File: config.mk
export PLATFORM = sky130hd
export DESIGN_NAME = universal_shift_reg
export DESIGN_NICKNAME = d
export VERILOG_FILES = /design/src/rtl/universal_shift_reg.sv
export SDC_FILE = /design/constraint.sdc
export NUM_CORES = 1
export LEC_CHECK = 0
export ABC_AREA = 0
export BUFFER_PORTS_ARGS = -buffer_cell sky130_fd_sc_hd__buf_2
export CORE_MARGIN = 3
export CORE_UTILIZATION = 53
export DETAILED_ROUTE_END_ITERATION = 6
export GPL_TIMING_DRIVEN = 0
export PLACE_DENSITY = 0.83
export SYNTH_ARGS = -nofsm -noshare
export SYNTH_HDL_FRONTEND = slang
export SYNTH_SLANG_ARGS = --single-unit
File: constraint.sdc
create_clock -name clk -period 3.75 [get_ports clk]
set_input_delay 0.1875 -clock clk [delete_from_list [all_inputs] [get_ports clk]]
set_output_delay 0.1875 -clock clk [all_outputs]
set_load 0.05 [all_outputs]
File: src/rtl/universal_shift_reg.sv
// rtl/universal_shift_reg.sv - parametrised universal shift register with shift counter (optional parity: USR_PARITY_EN)
module universal_shift_reg #(
    parameter int               WIDTH     = 8,
    parameter logic [WIDTH-1:0] RESET_VAL = '0
) (
    input  logic                       clk,
    input  logic                       rst_n,
    input  logic                       en,
    input  logic [2:0]                 mode,
    input  logic [WIDTH-1:0]           d,
    input  logic                       sin,
    output logic [WIDTH-1:0]           q,
    output logic                       sout,
    output logic [$clog2(WIDTH+1)-1:0] cnt,
    output logic                       done,
    output logic                       par
);

    localparam int CW = $clog2(WIDTH + 1);
    localparam logic [CW-1:0] CNT_MAX = CW'(WIDTH);

    localparam logic [2:0] M_HOLD  = 3'b000;
    localparam logic [2:0] M_LOAD  = 3'b001;
    localparam logic [2:0] M_SHL   = 3'b010;
    localparam logic [2:0] M_SHR   = 3'b011;
    localparam logic [2:0] M_ROL   = 3'b100;
    localparam logic [2:0] M_ROR   = 3'b101;
    localparam logic [2:0] M_ASR   = 3'b110;
    localparam logic [2:0] M_CLEAR = 3'b111;

    logic [WIDTH-1:0] q_nxt;
    logic [CW-1:0]    cnt_nxt;
    logic             cnt_inc;
    logic             done_nxt;

    // Next register value and counter from the enabled operation; en=0 holds everything.
    always_comb begin
        q_nxt   = q;
        cnt_nxt = cnt;
        cnt_inc = 1'b0;
        if (en) begin
            case (mode)
                M_HOLD:  q_nxt = q;
                M_LOAD:  q_nxt = d;
                M_SHL:   begin q_nxt = {q[WIDTH-2:0], sin};      cnt_inc = 1'b1; end
                M_SHR:   begin q_nxt = {sin, q[WIDTH-1:1]};      cnt_inc = 1'b1; end
                M_ROL:   begin q_nxt = {q[WIDTH-2:0], q[WIDTH-1]}; cnt_inc = 1'b1; end
                M_ROR:   begin q_nxt = {q[0], q[WIDTH-1:1]};     cnt_inc = 1'b1; end
                M_ASR:   begin q_nxt = {q[WIDTH-1], q[WIDTH-1:1]}; cnt_inc = 1'b1; end
                M_CLEAR: q_nxt = RESET_VAL;
                default: q_nxt = q;
            endcase
            if (mode == M_LOAD || mode == M_CLEAR) begin
                cnt_nxt = '0;
            end else if (cnt_inc && cnt != CNT_MAX) begin
                cnt_nxt = cnt + CW'(1);
            end
        end
        done_nxt = (cnt_nxt == CNT_MAX);
    end

    // State registers; reset is asynchronous so q/cnt/done clear immediately.
    always_ff @(posedge clk or negedge rst_n) begin
        if (!rst_n) begin
            q    <= RESET_VAL;
            cnt  <= '0;
            done <= 1'b0;
        end else begin
            q    <= q_nxt;
            cnt  <= cnt_nxt;
            done <= done_nxt;
        end
    end

    // Serial out taps the bit about to leave: MSB for left moves, LSB otherwise.
    assign sout = (en && (mode == M_SHL || mode == M_ROL)) ? q[WIDTH-1] : q[0];

`ifdef USR_PARITY_EN
    assign par = ^q;
`else
    assign par = 1'b0;
`endif

endmodule

==> flow_summary.toml, run 1 <==
[clock_network]
tritoncts = "done"
root_buffer = "clkbuf_4"
insertion_delay_ns = 0.27
cts_setup_buffers = 0
cts_max_path_buffers = 2
h-tree-depth = 1
cts.sinks = 13
cts_inserted_buffers = 3
cts.clk_slew.worst_paths_ns = 0.08

[yosys]
synth_top_family_by_area = "compound AO/OA/AOI/OAI gates"
synthCells = 108
synth_xor_area_frac = 0.0281
synth_adder_area_share = 0.0909
synth_fp_nets = 125
syn_area_um2 = 936
yosysSeqAreaShare = 0.348
muxShareOfSynthArea = 0.0441
synth.avg_cell_area_um2 = 8.67
synthSimpleGateAreaFrac = 0.190
ys.warnings.count = 0
synth_compound_area_frac = 0.230
yosys_register_bits = 13
synth.distinct_cells = 40

[sta]
tns_ns = 0
maxSlewViolCount = 0
tightest_slew_ns = 0.597
finalHoldViolations = 0
fin_skew_ns = 0.00301
relSlewSlack = 0.601
max_freq_mhz = 652
period_needed_ns = 1.53
hold_ws_ns = 0.163
rsz0062_at_grt = "no"
finalCritPeriodShare = 0.409
setup_viol = 0

[detailed_routing]
wl_per_cell_um = 13.8
routed_via_density = 5.92
wirelength_um = 2150
drt_iter0_drc = 20
dr.pass1.iters = 4
ant_nets = 0
vias = 923
drc = 0

[floorplan]
rows = 14
dieArea_mm2 = 0.00231
core_area_mm2 = 0.00158
fp.dieW_um = 48.0
io-pin-count = 30
dieHeight_um = 48.0
start_util = 0.594

[final_layout]
fillers = 135
drive_above_1_share = 0.300
fin_nets = 158
final_cells = 156
synthToLayoutAreaGrowth_pct = 20.5
most-common-layout-cells = "buf_2, nand2_1, nor2_1, dfrtp_1"
mostFrequentLayoutCell = "buf_2"
diodes = 0
final_core_util = 0.715

[setup_path]
startpoint_type = "primary input"
reg2reg_depth = 6
end_kind = "output port"
r2r_start = "cnt[0]"
crit_arrival_ns = 1.35
rrSetupSlack_ns = 2.22
critical_path_buf_inv_count = 3
crit_required_ns = 3.56
slowest_delay_ns = 0.35
cp_slowest_cell = "clkbuf_1"
crit_top_cell = "buf_2"
criticalPathCategory = "primary input to output port"
crit_family = "buffers and inverters"
crit_path_cell_trace = "buf_2 -> clkbuf_1 -> nand3_1 -> mux2_1 -> buf_2"
critPathMaxFanout = 10
r2r_end = "done"

[global_route]
grt_overflow_total = 0
grt_max_degree = 14
grtUsageTotal = 0.204
first_global_vias = 787
grt_pass1_wl_um = 3340
antenna_found_initial = 0

[power_and_ir_drop]
combPwrFrac = 0.514
p_int_mw = 0.311
p_leak_nw = 0.546
p_sw_mw = 0.309
p_clk_frac = 0.140
swShare = 0.498
p_total_mw = 0.621
p_seq_frac = 0.346
irDropWorstVdd_mv = 0.286
pwr_density_cell_mw_per_mm2 = 551

[hold_path]
hp-start = "d[4]"
holdCritPathClass = "primary input to flop"
min_path_cells = 3
hold_path_end = "q[4]"

[job]
maxCapViolCount = 0

[placement]
dp_hpwl_um = 1650
routabilityCongestion = 0.864
place_inst = 151
io_buffers = 27

[run_status]
status = "finished clean"
==> power groups by stage <==
stage               clock [mW]  combinational (mW)  sequential (mW)
floorplan                    0               0.132            0.326
global placement             0               0.313            0.215
detailed placement           0               0.320            0.216
CTS                     0.0866               0.321            0.213
global route            0.0982               0.345            0.219
finish                  0.0871               0.319            0.215
==> cell type report <==
cell class	count	area [um^2]	area share
Buffer	5	38.8	0.0344
Tap cell	16	20.0	0.0178
Multi-Input combinational cell	84	549	0.487
Inverter	6	22.5	0.0200
Timing Repair Buffer	28	145	0.129
Clock buffer	4	26.3	0.0233
Sequential cell	13	325	0.289
==> synth_stat cells <==
master    count  area, um^2
buf_6         2        22.5
and3_4        1        11.3
ha_1          2        25.0
a22oi_1       6        45.0
a21oi_2       1        8.76
a222oi_1      1        10.0
mux2i_1       3        30.0
a221o_1       1        10.0
o22ai_1       2        12.5
a21boi_1      1        7.51
nor4b_1       1        8.76
conb_1        1        3.75
a31oi_1       6        37.5
xnor2_1       2        17.5
o21a_1        1        7.51
a21o_1        2        15.0
o2111a_1      1        11.3
nor3_1        1        5.00
and3_1        1        6.26
nor2_1       13        48.8
buf_2         1        5.00
dfrtp_1      13         325
nor2_2        1        6.26
o31ai_1       1        7.51
or2_4         1        8.76
xor2_1        1        8.76
maj3_1        6        60.1
o21ai_0       2        10.0
a211oi_1      1        7.51
inv_2         3        11.3
inv_1         3        11.3
buf_4         1        7.51
nand3_1       2        10.0
a221oi_2      1        15.0
mux2_1        1        11.3
nand2_1      16        60.1
nand4_1       1        6.26
or2_1         1        6.26
clkbuf_1      1        3.75
a21oi_1       2        10.0
==> kinds of logic (layout without fill, tap and decap cells) <==
| family | after synthesis | count (layout) |
|---|---|---|
| AO/OA/AOI/OAI | 29 | 29 |
| XOR/XNOR | 3 | 3 |
| adder cells (fa/ha/maj) | 8 | 8 |
| buffers and inverters | 11 | 43 |
| flip-flops | 13 | 13 |
| multiplexers | 4 | 4 |
| other | 1 | 1 |
| AND/OR/NAND/NOR | 39 | 39 |
==> per-layer routing <==
metal | global-route usage | vias up | wire length (um)
li1 | - | 456 | -
met2 | 0.332 | 28 | 1040
met4 | 0.0860 | 0 | 36
met3 | 0.0338 | 4 | 111
met1 | 0.265 | 435 | 967
met5 | 0 | - | 0
==> sequential cells by signal, summed over array words and instances, names as in the netlist <==
signal  cells
cnt         4
q           8
done        1
==> tightest hold or removal path, delay by kind of cell <==
family	cells	cell delay [ns]
buffers and inverters	1	0.09
AND/OR/NAND/NOR	1	0.04
AO/OA/AOI/OAI	1	0.07
==> through the flow <==
step | setup slack, ns | cell area (um^2)
floorplan | 1.99 | 936
global placement | 2.21 | 1090
detailed placement | 2.22 | 1090
CTS | 2.22 | 1130
global route | 2.12 | 1130
finish | 2.22 | 1130
==> what timing repair did <==
item	in CTS	in global routing
endpoints found under the hold margin	13	0
hold buffers	1	0
gates resized for setup	0	0
==> worst max path at each step <==
stage / cells past startpoint / slack, ns / end / startpoint
final: 5 / 2.22 / sout / en
after global routing: 6 / 2.12 / done / cnt[0]
after CTS: 5 / 2.22 / sout / en
after detailed placement: 5 / 2.22 / sout / en
after global placement: 5 / 2.21 / sout / en
after floorplan: 6 / 1.99 / done / cnt[0]
(Power assumes the default switching activity.)
==> run 2, diff against run 1 <==
- CORE_UTILIZATION: 53 -> 49
- PLACE_DENSITY: 0.83 -> 0.77
- clock period: 3.75 -> 1.6 ns (I/O delays scaled with it)
==> flow_summary.toml, run 2 (synthesis gave the netlist of run 1 again) <==
[final_layout]
reg_top3 = "q: 8 flops, cnt: 4 flops, done: 1 flops"
final_core_util = 0.651
most-common-layout-cells = "buf_2, nand2_1, nor2_1"
diodes = 0
mostFrequentLayoutCell = "buf_2"
largest_reg_flops = 8
drive_above_1_share = 0.336
largest_register = "q"
fin_nets = 158
synthToLayoutAreaGrowth_pct = 22.7

[setup_path]
crit_required_ns = 1.80
critPathMaxFanout = 5
criticalPathCategory = "flop to flop"
crit_arrival_ns = 1.66
end_kind = "flop"
startpoint_type = "flop"

[job]
maxCapViolCount = 0

[hold_path]
holdCritPathClass = "primary input to flop"

[global_route]
grtUsageTotal = 0.210
antenna_found_initial = 0
grt_max_degree = 14
first_global_vias = 892
grt_overflow_total = 0
grt_pass1_wl_um = 3990

[detailed_routing]
wl_per_cell_um = 14.1
wirelength_um = 2320
vias = 918
routed_via_density = 5.56
drc = 0
drt_iter0_drc = 28
dr.pass1.iters = 4
ant_nets = 0

[sta]
relSlewSlack = 0.627
setup_viol = 0
fin_skew_ns = 0.00381
tightest_slew_ns = 0.558
tns_ns = 0
period_needed_ns = 1.46
maxSlewViolCount = 0
rsz0062_at_grt = "no"
finalHoldViolations = 0
max_freq_mhz = 687
finalCritPeriodShare = 0.910

[floorplan]
dieArea_mm2 = 0.00247
core_area_mm2 = 0.00176
fp.dieW_um = 49.7
rows = 15
start_util = 0.530
dieHeight_um = 49.7
io-pin-count = 30

[clock_network]
insertion_delay_ns = 0.27
cts_inserted_buffers = 3
cts.sinks = 13
h-tree-depth = 1
cts_max_path_buffers = 2
cts.clk_slew.worst_paths_ns = 0.08
tritoncts = "done"
root_buffer = "clkbuf_4"

[placement]
io_buffers = 27
dp_hpwl_um = 1710
routabilityCongestion = 0.874

[power_and_ir_drop]
irDropWorstVdd_mv = 0.739
pwr_density_cell_mw_per_mm2 = 1290
p_leak_nw = 0.545

[run_status]
status = "finished clean"
[run 2: changes by cell type in the layout (fill, tap and decap cells not counted)]
cell,before,now
o2111a_1,1,0
nor4b_2,0,1
inv_1,3,2
inv_2,3,4
dfrtp_2,0,2
o2111a_2,0,1
nor4b_1,1,0
dfrtp_1,13,11
[run 2: final timing paths]
| check | end | from | slack [ns] | depth (start not counted) |
|---|---|---|---|---|
| worst max-delay path | cnt[2] | cnt[0] | 0.14 | 6 |
| worst min-delay path | q[1] | d[1] | 0.05 | 3 |
| worst max register to register | cnt[2] | cnt[0] | 0.14 | 6 |
| worst min register to register | cnt[1] | cnt[1] | 0.59 | 2 |
| max in group asynchronous | cnt[0] | rst_n | 1.11 | 2 |
| min in group asynchronous | q[3] | rst_n | 0.23 | 2 |
[run 2: metrics by stage]
step	setup WS (ns)	power, mW	instance area (um^2)	instances	hold WS (ns)
after floorplan	0.00798	1.08	938	108	-0.216
after CTS	0.0697	1.47	1140	165	0.0446
final	0.143	1.49	1150	165	0.0460
after global routing	0.00848	1.58	1150	165	0.0432
after detailed placement	0.101	1.27	1100	160	-0.0126
after global placement	0.169	1.24	1100	160	-0.0161
[run 2: final cells by class]
cell class	count	area [um^2]
inverters	6	22.5
well taps	25	31.3
plain buffers	5	38.8
repair buffers	28	145
multi-input cells	84	557
flip-flops and latches	13	328
clock buffers	4	26.3
fillers	190	616
[run 2: repair_timing]
item,CTS,global route
setup buffers,0,0
gates resized for setup,0,3
endpoints found under the setup margin,0,4
hold endpoints to repair,13,0
hold buffers,1,0
[run 2: power by group]
group          internal (mW)  switching [mW]
clock                 0.0966           0.110
combinational          0.235           0.533
sequential             0.409           0.104
[run 2: worst max-delay path, cell delays in order (launching register included)]
cell	delay, ns
dfrtp_2	0.43
inv_2	0.11
ha_1	0.18
nand2_1	0.09
o2111a_2	0.30
nand2_1	0.09
mux2i_1	0.17
[run 2: metal layers]
layer  vias up  track usage  part of all wire
met3         4       0.0242             0.050
li1        454            -                 -
met1       435        0.274              0.45
met2        25        0.344              0.48
met5         -            0                 0
met4         0        0.101             0.019
